File: src/rtl/mips_trace_pkg.sv
// Shared record layout for the commit-trace capture path.
// Record = {kind, pc, addr, data}, 98 bits.
package mips_trace_pkg;

    localparam int KIND_W = 2;
    localparam int WORD_W = 32;
    localparam int REC_W  = KIND_W + 3 * WORD_W;

    localparam logic [KIND_W-1:0] KIND_GPR = 2'b01;
    localparam logic [KIND_W-1:0] KIND_DM  = 2'b10;

    typedef struct packed {
        logic [KIND_W-1:0] kind;
        logic [WORD_W-1:0] pc;
        logic [WORD_W-1:0] addr;
        logic [WORD_W-1:0] data;
    } trace_rec_t;

    function automatic trace_rec_t make_rec(
        input logic [KIND_W-1:0] kind,
        input logic [WORD_W-1:0] pc,
        input logic [WORD_W-1:0] addr,
        input logic [WORD_W-1:0] data
    );
        trace_rec_t r;
        r.kind = kind;
        r.pc   = pc;
        r.addr = addr;
        r.data = data;
        return r;
    endfunction

endpackage

File: src/rtl/trace_fifo_2w1r.sv
// Trace record FIFO: two ordered write ports, one read port.
// Full/empty come from the occupancy count, not pointer compare.
module trace_fifo_2w1r
    import mips_trace_pkg::*;
#(
    parameter int DEPTH = 16,
    localparam int AW = $clog2(DEPTH),
    localparam int LW = AW + 1
) (
    input  logic             clk,
    input  logic             rst,
    input  logic             push0,
    input  trace_rec_t       rec0,
    input  logic             push1,
    input  trace_rec_t       rec1,
    input  logic             pop,
    output trace_rec_t       head,
    output logic [LW-1:0]    level
);

    trace_rec_t mem [DEPTH];

    logic [AW-1:0] wptr;
    logic [AW-1:0] rptr;
    logic          pop_ok;

    assign pop_ok = pop && (level != '0);

    always_ff @(posedge clk) begin
        if (rst) begin
            wptr  <= '0;
            rptr  <= '0;
            level <= '0;
        end else begin
            wptr  <= wptr + AW'(push0) + AW'(push1);
            rptr  <= rptr + AW'(pop_ok);
            level <= level + LW'(push0) + LW'(push1) - LW'(pop_ok);
        end
    end

    // Port 1 always lands one slot after port 0, keeping GPR-before-DM order.
    always_ff @(posedge clk) begin
        if (push0) begin
            mem[wptr] <= rec0;
        end
        if (push1) begin
            mem[wptr + AW'(1)] <= rec1;
        end
    end

    assign head = (level != '0) ? mem[rptr] : '0;

endmodule

File: src/rtl/commit_trace_buf.sv
// Commit-trace capture: turns GPR/DM writes into buffered trace records.
// Optional COMMIT_TRACE_DROP_R0_EN suppresses GPR writes to r0.
module commit_trace_buf
    import mips_trace_pkg::*;
#(
    parameter int DEPTH = 16,
    parameter int CNT_W = 16,
    localparam int LW = $clog2(DEPTH) + 1
) (
    input  logic             clk,
    input  logic             rst,
    input  logic [31:0]      pc,
    input  logic             reg_wr,
    input  logic [4:0]       reg_waddr,
    input  logic [31:0]      reg_wdata,
    input  logic             mem_we,
    input  logic [9:0]       mem_addr,
    input  logic [31:0]      mem_wdata,
    output logic             out_valid,
    input  logic             out_ready,
    output logic [1:0]       out_kind,
    output logic [31:0]      out_pc,
    output logic [31:0]      out_addr,
    output logic [31:0]      out_data,
    output logic [LW-1:0]    level,
    output logic             overflow,
    output logic [CNT_W-1:0] drop_cnt
);

    trace_rec_t gpr_rec;
    trace_rec_t dm_rec;
    trace_rec_t rec0;
    trace_rec_t rec1;
    trace_rec_t head;

    logic          gpr_ev;
    logic          dm_ev;
    logic          pop;
    logic          push0;
    logic          push1;
    logic [1:0]    n_drop;
    logic [LW:0]   free;
    logic [CNT_W:0] cnt_sum;

`ifdef COMMIT_TRACE_DROP_R0_EN
    assign gpr_ev = reg_wr && (reg_waddr != 5'd0);
`else
    assign gpr_ev = reg_wr;
`endif
    assign dm_ev = mem_we;

    assign gpr_rec = make_rec(KIND_GPR, pc, {27'b0, reg_waddr}, reg_wdata);
    assign dm_rec  = make_rec(KIND_DM, pc, {22'b0, mem_addr}, mem_wdata);

    assign out_valid = (level != '0);
    assign pop       = out_valid && out_ready;

    // A same-cycle pop frees a slot for this cycle's records.
    assign free = (LW + 1)'(DEPTH) - {1'b0, level} + (LW + 1)'(pop);

    always_comb begin
        push0  = 1'b0;
        push1  = 1'b0;
        rec0   = gpr_rec;
        rec1   = dm_rec;
        n_drop = 2'd0;
        if (gpr_ev && dm_ev) begin
            if (free >= (LW + 1)'(2)) begin
                push0 = 1'b1;
                push1 = 1'b1;
            end else if (free == (LW + 1)'(1)) begin
                push0  = 1'b1;
                n_drop = 2'd1;
            end else begin
                n_drop = 2'd2;
            end
        end else if (gpr_ev) begin
            if (free != '0) begin
                push0 = 1'b1;
            end else begin
                n_drop = 2'd1;
            end
        end else if (dm_ev) begin
            rec0 = dm_rec;
            if (free != '0) begin
                push0 = 1'b1;
            end else begin
                n_drop = 2'd1;
            end
        end
    end

    trace_fifo_2w1r #(
        .DEPTH (DEPTH)
    ) u_fifo (
        .clk   (clk),
        .rst   (rst),
        .push0 (push0),
        .rec0  (rec0),
        .push1 (push1),
        .rec1  (rec1),
        .pop   (pop),
        .head  (head),
        .level (level)
    );

    assign out_kind = head.kind;
    assign out_pc   = head.pc;
    assign out_addr = head.addr;
    assign out_data = head.data;

    assign cnt_sum = {1'b0, drop_cnt} + {{(CNT_W - 1){1'b0}}, n_drop};

    always_ff @(posedge clk) begin
        if (rst) begin
            drop_cnt <= '0;
            overflow <= 1'b0;
        end else begin
            drop_cnt <= cnt_sum[CNT_W] ? '1 : cnt_sum[CNT_W-1:0];
            if (n_drop != 2'd0) begin
                overflow <= 1'b1;
            end
        end
    end

endmodule

File: config.mk
export PLATFORM = sky130hd
export DESIGN_NAME = commit_trace_buf
export DESIGN_NICKNAME = d
export VERILOG_FILES = /design/src/rtl/mips_trace_pkg.sv /design/src/rtl/trace_fifo_2w1r.sv /design/src/rtl/commit_trace_buf.sv
export SDC_FILE = /design/constraint.sdc
export NUM_CORES = 2
export LEC_CHECK = 0
export BUFFER_PORTS_ARGS = -buffer_cell sky130_fd_sc_hd__buf_2
export CAP_MARGIN = 40
export CORE_ASPECT_RATIO = 2
export CORE_MARGIN = 2
export CORE_UTILIZATION = 30
export DETAILED_ROUTE_END_ITERATION = 10
export GPL_ROUTABILITY_DRIVEN = 0
export GPL_TIMING_DRIVEN = 0
export PLACE_DENSITY = 0.51
export REMOVE_ABC_BUFFERS = 1
export SKIP_CTS_REPAIR_TIMING = 1
export SYNTH_ARGS = -nofsm -noshare
export SYNTH_HDL_FRONTEND = slang
export SYNTH_SLANG_ARGS = --single-unit
File: constraint.sdc
create_clock -name clk -period 8.7 [get_ports clk]
set_clock_uncertainty 0.05 [all_clocks]
set_input_delay 1.74 -clock clk [delete_from_list [all_inputs] [get_ports clk]]
set_output_delay 1.74 -clock clk [all_outputs]
set_load 0.05 [all_outputs]
# After elaboration in Yosys (flattened, before gate mapping)

Memory sizes are Yosys's and may differ from the RTL's. A register that Yosys moved wholly into a read port is not among the register bits.
Index checks and enable logic that the tools add are counted.

Equal/unequal tests: 1
Bitwise operators: 0
Add/sub/neg operators: 10
$lt $le $gt $ge: 1
Divide/modulo/power cells: 0
Multiplexer cells: 24
Shift operators: 0
Reductions and logical operators: 6
Multiply operators: 0

Operators by type and width:

| kind                | number |
|---|---|
| $mux 98             | 4 |
| $add 16x2->17       | 1 |
| $mux 16             | 1 |
| $mux 1              | 13 |
| $add 4x1->4         | 3 |
| $add 5x1->5         | 2 |
| $mux 2              | 5 |
| $add 6x1->6         | 1 |
| $eq 6x1->1 const B  | 1 |
| $ge 6x2->1 const B  | 1 |
| $reduce_bool 6->1   | 1 |
| $sub 5x5->6 const A | 1 |
| $reduce_bool 5->1   | 1 |
| $sub 5x1->5         | 1 |
| $add 4x1->4 const B | 1 |
| $mux 4              | 1 |
| $logic_and 1x1->1   | 3 |
| $reduce_bool 2->1   | 1 |

Input port bits: 116
Output and inout bits: 121
ROM bits: 0
Register bits: 30
Memories kept: 1
Word-level logic and storage cells: 48
Latch bits: 0
RAM bits: 1568

Memory list:

| name       | depth | bits a word | rd ports | clocked after Yosys merged registers in | write ports | RTL line              | RTL |
|---|---|---|---|---|---|---|---|
| u_fifo.mem | 16    | 98          | 1        | 1                                       | 2           | trace_fifo_2w1r.sv:21 | `trace_rec_t mem [DEPTH];` |

# Depth between registers and ports, before layout

Depth in word-level cells: 11
Gate-level depth with buffers: 21
Mapped depth without buffers: 19

# Cells and area by module

From an unflattened synthesis, not the netlist that was laid out.

Cells, all modules: 4942
Area, all modules: 81194.1 sq um

Modules (own cells, without submodules):

| module           | seq. area each (sq um) | area each (sq um) | cells each | times used |
|---|---|---|---|---|
| trace_fifo_2w1r  | 47345.4                | 79729.0           | 4771       | 1 |
| commit_trace_buf | 340.3                  | 1465.2            | 171        | 1 |

# Worst setup path after synthesis

No wires, ideal clock.

Path kind: input to register
Start point: in out_ready
End point: mem u_fifo.mem[11][0] (netlist bit), enable pin
Setup time: 506 ps
Data required time: 8144 ps
Stages on the path: 11
Setup slack: 1625 ps
Path buffers: 2
Arrival: 6519 ps
Cells stage by stage: nand2_1 > ha_1 > inv_1 > ha_1 > and2_1 > o22ai_2 > a32oi_1 > o21ai_2 > buf_2 > buf_2 > nor2_1

RTL lines:

| item        | RTL line               | RTL |
|---|---|---|
| from (decl) | commit_trace_buf.sv:20 | `input logic out_ready,` |
| to (decl)   | trace_fifo_2w1r.sv:21  |  |

# Final worst setup path

Start point: reg u_fifo.level[3]
End point: reg drop_cnt[11]

Longest elaborated chain between the ends: 10
Elaborated cells between the ends (all ways): 15

Ends and longest elaborated chain:

| item                                                | RTL line                | RTL |
|---|---|---|
| from (decl)                                         | trace_fifo_2w1r.sv:18   | `output logic [LW-1:0] level` |
| from (signal assigned)                              | trace_fifo_2w1r.sv:37   | `level <= level + LW'(push0) + LW'(push1) - LW'(pop_ok);` |
| branches (longest 2 deep; another with $sub 5x5->6) | --                      |  |
| $add 6x1->6 *                                       | commit_trace_buf.sv:59  | `assign free = (LW + 1)'(DEPTH) - {1'b0, level} + (LW + 1)'(pop);` |
| branches (longest 4 deep; another with $ge 6x2->1)  | --                      |  |
| $mux 2 *                                            | commit_trace_buf.sv:67  | `if (gpr_ev && dm_ev) begin` |
| $add 16x2->17 *                                     | commit_trace_buf.sv:112 | `assign cnt_sum = {1'b0, drop_cnt} + {{(CNT_W - 1){1'b0}}, n_drop};` |
| $mux 16 *                                           | commit_trace_buf.sv:119 | `drop_cnt <= cnt_sum[CNT_W] ? '1 : cnt_sum[CNT_W-1:0];` |
| to (signal assigned)                                | commit_trace_buf.sv:119 |  |
| to (decl)                                           | commit_trace_buf.sv:27  | `output logic [CNT_W-1:0] drop_cnt` |

Mark *: on every way between the ends.
A chain may end at the register's enable or synchronous reset.

==> results.json <==
{
  "hold_viol": 0,
  "cp_data_required_time_ns": 9.28,
  "place_area_sq_um": 66100,
  "rows": 230,
  "power.internal_uw": 13200,
  "dp_hpwl_um": 135000,
  "grt_overflow_total": 0,
  "grt_max_degree": 50,
  "crit_type": "flip-flop to flip-flop",
  "min_path_type": "flip-flop to flip-flop",
  "clk_latency_ns": 0.73,
  "cts_buffers": 115,
  "async_reset_ff_frac": 0,
  "io_buffers": 214,
  "tightest_slew_ns": 0.943,
  "startpoint": "u_fifo.level[3]",
  "antenna_found_initial": 32,
  "die_w_um": 318,
  "total_power_uw": 21200,
  "start_util": 0.302,
  "syn_area_sq_um": 59200,
  "synth_largest_area_cell": "edfxtp_1",
  "outcome": "finished, final reports clean",
  "pwr-share-clk": 0.242,
  "slew_headroom": 0.371,
  "grt.total_usage": 0.207,
  "swShare": 0.378,
  "htree_levels": 3,
  "max-vdd-ir-drop_v": 0.000254,
  "syn_to_final_growth_pct": 18.1,
  "tns_ns": 0,
  "ys_top_cells_by_count": "1184 x edfxtp_1, 408 x o2bb2ai_1, 328 x nor2_1, 310 x nand2_1, 304 x mux4_2",
  "root_buffer": "clkbuf_16",
  "max_freq_mhz": 147,
  "vias_per_cell": 5.59,
  "cap_violations": 0,
  "cts_buffer_depth": 3,
  "critical_path_arrival_ns": 7.39,
  "min-delay-start": "u_fifo.mem[13][96]",
  "synth.avg_cell_area_sq_um": 14.4,
  "cp-end-kind": "flip-flop",
  "core_area_sq_um": 196000,
  "drt_iter0_drc": 3783,
  "comb_power_share": 0.383,
  "synth.distinct_cells": 74,
  "rsz0062_at_grt": "false",
  "grt_pass1_wl_um": 298000,
  "power.switching_uw": 8020,
  "syn_inst": 4124,
  "drcViolationCount": 0,
  "firstDrtPassIters": 6,
  "synth_most_common_cell": "edfxtp_1",
  "period_share": 0.783,
  "grt_pass1_vias": 39694,
  "start_kind": "flip-flop",
  "r2r_start": "u_fifo.level[3]",
  "synth_area_leaders": "edfxtp_1 60%, mux4_2 12%, o2bb2ai_1 6.0%",
  "powerDensity_nw_per_um2": 304,
  "pwr-share-seq": 0.375,
  "postRouteAntennaNets": 0,
  "drv_slew": 0,
  "ys_seq_area_frac": 0.622,
  "clkTransAtPathRegs_ns": 0.07,
  "cts_tree": "yes",
  "dieArea_sq_um": 201000,
  "wire_per_inst_um": 30.8,
  "vias": 38376,
  "synth_seq_cells": 1246,
  "synth_top_area_frac": 0.601,
  "yosys_warnings": 0,
  "clock_sinks": 1246,
  "p_leak_uw": 0.0223,
  "drt-total-wl_um": 211000,
  "final_area_sq_um": 69900,
  "drive_above_1_share": 0.233,
  "setup_violations": 0,
  "num_io_pins": 237,
  "finalWorstPathRequiredPeriod_ns": 6.82,
  "finish.net_count": 4341,
  "die_h_um": 632,
  "ys.flop_type": "edfxtp_1",
  "fin_util": 0.356,
  "critical_path_peak_fanout": 19,
  "synth_edf_count": 1184
}
==> metrics by stage <==
step                      setup WS (ns)  hold WS [ns]  instances
final                              1.88         0.401       6870
after global placement           -15.98         0.377       6415
after CTS                          1.95         0.399       6858
after detailed placement           1.62         0.389       6641
after global routing               1.67         0.419       6860
after floorplan                   -7.73         0.371       3649
==> critical path, cell delays in order, from the launching register on <==
cell	delay (ns)
dfxtp_1	0.56
inv_1	0.19
ha_1	0.26
nand3_1	0.35
nand2_1	0.26
ha_1	0.26
nand2b_2	0.26
xnor2_4	0.71
nand3_2	0.91
or2_2	0.67
fa_1	0.43
nor2b_1	0.38
and3_1	0.37
nand4_1	0.57
a311oi_1	0.46
==> worst paths after layout <==
kind | endpoint | slack (ns) | depth (start not counted)
setup / recovery | drop_cnt[11] | 1.88 | 14
hold / removal | u_fifo.mem[13][96] | 0.40 | 2
setup reg to reg | drop_cnt[11] | 1.88 | 14
hold reg to reg | u_fifo.mem[13][96] | 0.40 | 2
==> layer usage <==
| metal | global-route usage | vias up | part of all wire |
|---|---|---|---|
| met3 | 0.0345 | 571 | 0.069 |
| li1 | - | 16066 | - |
| met4 | 0.101 | 18 | 0.054 |
| met2 | 0.367 | 1827 | 0.51 |
| met1 | 0.241 | 19894 | 0.37 |
| met5 | 0 | - | 0.00064 |
==> cell type report <==
| class | count | area (sq um) |
|---|---|---|
| fillers | 18708 | 126000 |
| flip-flops and latches | 1246 | 36800 |
| multi-input cells | 2372 | 20500 |
| repair buffers | 441 | 5490 |
| well taps | 2552 | 3190 |
| clock buffers | 142 | 3050 |
| clock inverters | 75 | 658 |
| inverters | 31 | 131 |
| diodes | 11 | 27.5 |
==> state kept, by name, indices dropped and copies added (netlist names) <==
register and flops:
u_fifo.wptr 4, overflow 1, u_fifo.rptr 4, u_fifo.mem 1216, u_fifo.level 5, drop_cnt 16
==> cells by family after synthesis <==
group,after synthesis,synth area share
compound gates,780,0.0987
mux,494,0.148
simple gates,1040,0.0842
fa+ha+maj,19,0.00448
other cells,1,0.0000634
flops,1246,0.622
buf+inv,527,0.0402
xor+xnor,17,0.00296
==> power by group through the flow <==
stage          clock network, uW  logic (uW)  registers, uW
6_report                    5140        8140           7960
5_1_grt                     5420        8540           8020
4_1_cts                     5220        8250           7960
3_5_place_dp                   0        8240           8090
3_3_place_gp                   0        7140           8740
2_1_floorplan                  0        4990           8400
==> cells in the final DEF (no fill, tap or decap), types with 14 or more instances in the layout <==
cell type     n
buf_2       214
buf_16       91
nor2_1      319
o22ai_1      77
buf_12       52
mux4_2      304
buf_4        46
o21ai_0     191
o2bb2ai_1   408
clkbuf_1     19
clkbuf_16   117
inv_1        28
edfxtp_1   1184
and2_1      100
conb_1       22
and3_1       74
nor2b_1     151
a21oi_1      34
clkinv_1     33
clkinv_2     21
nand2_1     303
ha_1         14
dfxtp_1      59
buf_8        27
mux2i_1     190
(Power assumes the default switching activity.)
